--- src/rtl/temperature_calculator.sv ---
// -----------------------------------------------------------------------------
// temperature_calculator
//
// Computes temperature = min(255, factoryBaseTemp + factoryTempCoef * tempSensorValue).
// The 4x4 multiply runs as shift-and-add, one sensor bit per clock with the LSB
// first. It is followed by one saturating add cycle. A result is ready exactly
// 5 clocks after start is sampled.
//
// Ports
//   clk              in   1  rising-edge clock
//   rst_n            in   1  asynchronous active-low reset
//   start            in   1  request; sampled only while idle
//   factoryBaseTemp  in   8  unsigned base temperature
//   factoryTempCoef  in   4  unsigned coefficient
//   tempSensorValue  in   4  unsigned raw sensor reading
//   temperature      out  8  registered result, held until the next update
//   busy             out  1  computation in progress
//   done             out  1  one-cycle pulse on the cycle temperature updates
//   overflow         out  1  last result saturated at 255
// -----------------------------------------------------------------------------
module temperature_calculator (
    input  logic       clk,
    input  logic       rst_n,
    input  logic       start,
    input  logic [7:0] factoryBaseTemp,
    input  logic [3:0] factoryTempCoef,
    input  logic [3:0] tempSensorValue,
    output logic [7:0] temperature,
    output logic       busy,
    output logic       done,
    output logic       overflow
);

    typedef enum logic [1:0] {
        IDLE = 2'd0,
        MUL  = 2'd1,
        ADD  = 2'd2
    } state_t;

    state_t     state_q;

    // Operands are captured at start, so later input changes have no effect.
    logic [7:0] base_q;
    logic [7:0] mcand_q;    // coefficient, shifted left once per MUL cycle
    logic [3:0] mplier_q;   // sensor value, shifted right once per MUL cycle
    logic [7:0] acc_q;      // partial product (15*15 = 225 fits in 8 bits)
    logic [1:0] bit_cnt_q;  // sensor bit currently being processed

    logic [7:0] temp_q;
    logic       ovf_q;
    logic       busy_q;
    logic       done_q;

    logic [7:0] acc_d;
    logic [8:0] sum_d;

    // The LSB of the shifted sensor value selects whether the shifted
    // coefficient is added on this cycle.
    assign acc_d = mplier_q[0] ? (acc_q + mcand_q) : acc_q;

    // The sum uses 9 bits. Bit 8 set means the result exceeds 255.
    assign sum_d = {1'b0, base_q} + {1'b0, acc_q};

    always_ff @(posedge clk or negedge rst_n) begin
        if (!rst_n) begin
            state_q   <= IDLE;
            base_q    <= 8'd0;
            mcand_q   <= 8'd0;
            mplier_q  <= 4'd0;
            acc_q     <= 8'd0;
            bit_cnt_q <= 2'd0;
            temp_q    <= 8'd0;
            ovf_q     <= 1'b0;
            busy_q    <= 1'b0;
            done_q    <= 1'b0;
        end else begin
            done_q <= 1'b0;
            case (state_q)
                IDLE: begin
                    if (start) begin
                        base_q    <= factoryBaseTemp;
                        mcand_q   <= {4'd0, factoryTempCoef};
                        mplier_q  <= tempSensorValue;
                        acc_q     <= 8'd0;
                        bit_cnt_q <= 2'd0;
                        busy_q    <= 1'b1;
                        state_q   <= MUL;
                    end
                end
                MUL: begin
                    acc_q     <= acc_d;
                    mcand_q   <= {mcand_q[6:0], 1'b0};
                    mplier_q  <= {1'b0, mplier_q[3:1]};
                    bit_cnt_q <= bit_cnt_q + 2'd1;
                    if (bit_cnt_q == 2'd3) begin
                        state_q <= ADD;
                    end
                end
                ADD: begin
                    temp_q  <= sum_d[8] ? 8'hFF : sum_d[7:0];
                    ovf_q   <= sum_d[8];
                    done_q  <= 1'b1;
                    busy_q  <= 1'b0;
                    state_q <= IDLE;
                end
                default: begin
                    state_q <= IDLE;
                    busy_q  <= 1'b0;
                end
            endcase
        end
    end

    assign temperature = temp_q;
    assign overflow    = ovf_q;
    assign busy        = busy_q;
    assign done        = done_q;

endmodule

--- config.mk ---
export PLATFORM = sky130hd
export DESIGN_NAME = temperature_calculator
export DESIGN_NICKNAME = d
export VERILOG_FILES = /design/src/rtl/temperature_calculator.sv
export SDC_FILE = /design/constraint.sdc
export NUM_CORES = 1
export LEC_CHECK = 0
export BUFFER_PORTS_ARGS = -buffer_cell sky130_fd_sc_hd__buf_4
export CAP_MARGIN = 15
export CORE_ASPECT_RATIO = 1.75
export CORE_MARGIN = 3
export CORE_UTILIZATION = 37
export DETAILED_ROUTE_END_ITERATION = 10
export PLACE_DENSITY_LB_ADDON = 0.1
export SETUP_SLACK_MARGIN = 0.2
export SYNTH_ARGS = -nofsm -noshare
export SYNTH_HDL_FRONTEND = slang
export SYNTH_SLANG_ARGS = --single-unit
--- constraint.sdc ---
create_clock -name clk -period 3.85 [get_ports clk]
set_input_delay 0.1925 -clock clk [delete_from_list [all_inputs] [get_ports clk]]
set_output_delay 0.1925 -clock clk [all_outputs]
set_load 0.01 [all_outputs]
==> metrics <==
worst vdd ir=0.0002989 V; non-filler cells, final=about 330; Most used DFF post-synth=dfrtp_1; layout cells sized above 1=about 17%; leakage=roughly 1.3 nW; RSZ-0062 raised after global routing=false; Ant. Diodes=0; Die ar.=~0.0071 sq mm; Die Ht=roughly 110 microns; register clock-pin slew on the reported worst setup and hold paths=roughly 0.08 ns; Ys Warns=0; DRC viols=0; Finished Cell Area=0.002634 sq mm; hold depth=3; Setup Skew=0.004732 ns; Layout Utilization=between 40 and 50%; worst hold path type=primary input to flip-flop; Largest stage delay, worst path=between 0.4 and 0.5 ns; total grt overflow=0; Initial Utilization=about two fifths; clock latency on the worst-skew pair=approximately 0.30 ns; Root Driver=clkbuf_8; Tcrit/Tclk final=around three fifths; routed vias=around 1700; min-delay src=factoryBaseTemp[2]; placed cell count=~330; critical path cell sequence=ha_1 -> fa_1 -> a211o_1 -> a21oi_2 -> a21oi_1 -> a211o_4 -> o22a_1; post-synthesis cell area=around 0.0023 sq mm; Slew @ Worst Pin=between 0.5 and 0.6 ns; drt total wl=4677 microns; R2R depth=7; DP HPWL=3484 microns; CP Launch Type=flip-flop; GR Util All Layers=between 10% and 20%; critical path arrival=between 2 and 3 ns; Max Freq=between 400 and 500 MHz; fin. max-slew vios=0; Area Overhead vs Synth=16.88%; post-CTS sizing=0; Worst Path Required=a little over 4 ns; synth unique cells=40; cell count after synthesis=223; Layout Nets=approximately 300; CP max-delay cell=fa_1; num rows=37; CTS tree=yes; Syn Area/Cell=10.10 sq um; Max-cap violations=0; #FFs+latches synth=between 40 and 50; Post-Syn Nets=between 200 and 300; DP Area=between 0.002 and 0.003 sq mm; TritonRoute pass-1 iters=4; worst r2r src=acc_q[0]; Routability Congestion=roughly 0.79; CTS Hold Bufs=1; chip width=about 65 microns; Final Hold Fails=0; worst r2r dst=temperature[6]; port bufs=29; vias in the first global route=1787; number of clock sinks=between 40 and 50; Synth top area share=47.75%; post-CTS setup buffers=0; R2R Setup Slk=approximately 1.5 ns; total CTS buffers=5; max_slew headroom=62.54%; post-synthesis sequential area ratio=47.75%; outcome=complete, no violations; Setup violations, final=0; number of vias per cell=5.099; wire per inst=approximately 14 microns; setup TNS=0 ns; Routed Antenna Nets=0; antenna violations before repair=0; area leader, netlist=dfrtp_1; fin crit period=2.340 ns; top-count cell post-synth=nand2_1; Max clock buf depth=2; Commonest cells post-synth=nand2_1 (60), dfrtp_1 (43), ha_1 (16); largest net degree at the start of global routing=44; largest cells by area after synthesis=dfrtp_1 (48%), nand2_1 (10%), ha_1 (8.9%), o21ai_0 (3.1%), o22a_1 (2.7%); FILL cells=600; Pwr per Cell Area=between 700 and 800 mW/mm^2; critical path endpoint category=flip-flop; Post-synth ARST share=between 90% and 100%; Max FO, Critical Path=8; Core Region=~0.0059 sq mm; WHS Endpoint=base_q[2]; first-pass GRT wire length=~8200 microns; type of the worst setup path=flip-flop to flip-flop; H-tree Lvls=2; 1st-iter DRT viols=between 50 and 60; EDFF count, synth=0; Ports=30
logic make-up (layout without fill, tap and decap cells):
family	after synthesis	in the layout	synth area share, %
simple gates	82	82	16.49
compound gates	62	62	19.66
flops	43	43	47.75
fa+ha+maj	18	18	10.66
buf+inv	10	43	2.332
xor+xnor	8	8	3.110
area by class of cell:
type	instances	area, sq um	share of cell area [%]
Multi-Input combinational cell	170	1125	42.71
Clock buffer	7	76.32	2.898
Inverter	3	11.26	0.4276
Timing Repair Buffer	32	242.7	9.216
Clock inverter	1	5.005	0.1900
Tap cell	78	97.59	3.705
Sequential cell	43	1076	40.85
metrics by stage:
step / hold slack (ns) / worst slack [ns] / power, mW
floorplan: -0.1031 / 1.687 / 1.532
global placement: 0.2323 / 1.541 / 1.787
detailed placement: 0.2300 / 1.519 / 1.804
CTS: 0.07286 / 1.502 / 2.095
global route: 0.07822 / 1.389 / 2.265
finish: 0.08051 / 1.510 / 2.064
where the power goes:
| part | switching, mW | total (mW) | internal (mW) | leakage [nW] |
|---|---|---|---|---|
| clock network | 0.158 | 0.285 | 0.128 | 0.0422 |
| logic | 0.531 | 0.992 | 0.461 | 0.709 |
| registers | 0.142 | 0.786 | 0.645 | 0.532 |
| total | 0.831 | 2.06 | 1.23 | 1.28 |
sequential cells by signal (all words and copies together) (netlist names):
name	cells
base_q	8
busy	1
overflow	1
mcand_q	8
mplier_q	4
done	1
state_q	2
temperature	8
bit_cnt_q	2
acc_q	8
cells in the final DEF, fill, tap and decap left out, drive strengths merged:
master	synthesis	layout
nand2	61	61
dfrtp	43	43
buf	2	31
ha	16	16
o21ai	14	14
a21oi	11	11
o22a	7	7
clkbuf	5	7
a22oi	6	6
nor2	6	6
xnor2	6	6
a21o	5	5
o21a	4	4
nor4b	3	3
a211oi	3	3
inv	3	3
nor3b	3	3
a211o	3	3
nor2b	3	3
a311o	2	2
a32o	2	2
xor2	2	2
fa	2	2
or2b	1	1
nand3b	1	1
nand3	1	1
nor3	1	1
o311ai	1	1
o41ai	1	1
a31o	1	1
or3	1	1
a311oi	1	1
o21bai	1	1
and2	1	1
clkinv	0	1
dlygate4sd3	0	1
how the worst max path moves through the flow:
stage | start | endpoint | slack [ns]
finish | acc_q[0] | temperature[6] | 1.51
global route | acc_q[0] | temperature[1] | 1.39
CTS | acc_q[0] | temperature[1] | 1.50
detailed placement | acc_q[0] | temperature[1] | 1.52
global placement | acc_q[0] | temperature[6] | 1.54
floorplan | acc_q[0] | temperature[1] | 1.69
layer usage:
layer / share of wire (%) / up-vias / GRT usage (%)
met5: 0 / - / 0
met4: 1.9 / 0 / 5.900
met3: 3.4 / 6 / 3.093
met2: 55 / 29 / 29.38
met1: 39 / 812 / 15.42
li1: - / 856 / -
worst max-delay path, delay by kind of cell, from the launching register on:
kind | cells | cell delay, ns
AOI/OAI and AO/OA | 5 | 1.18
adders and majority gates | 2 | 0.64
DFF | 1 | 0.41
No activity file was read; power rests on OpenSTA's default activity.
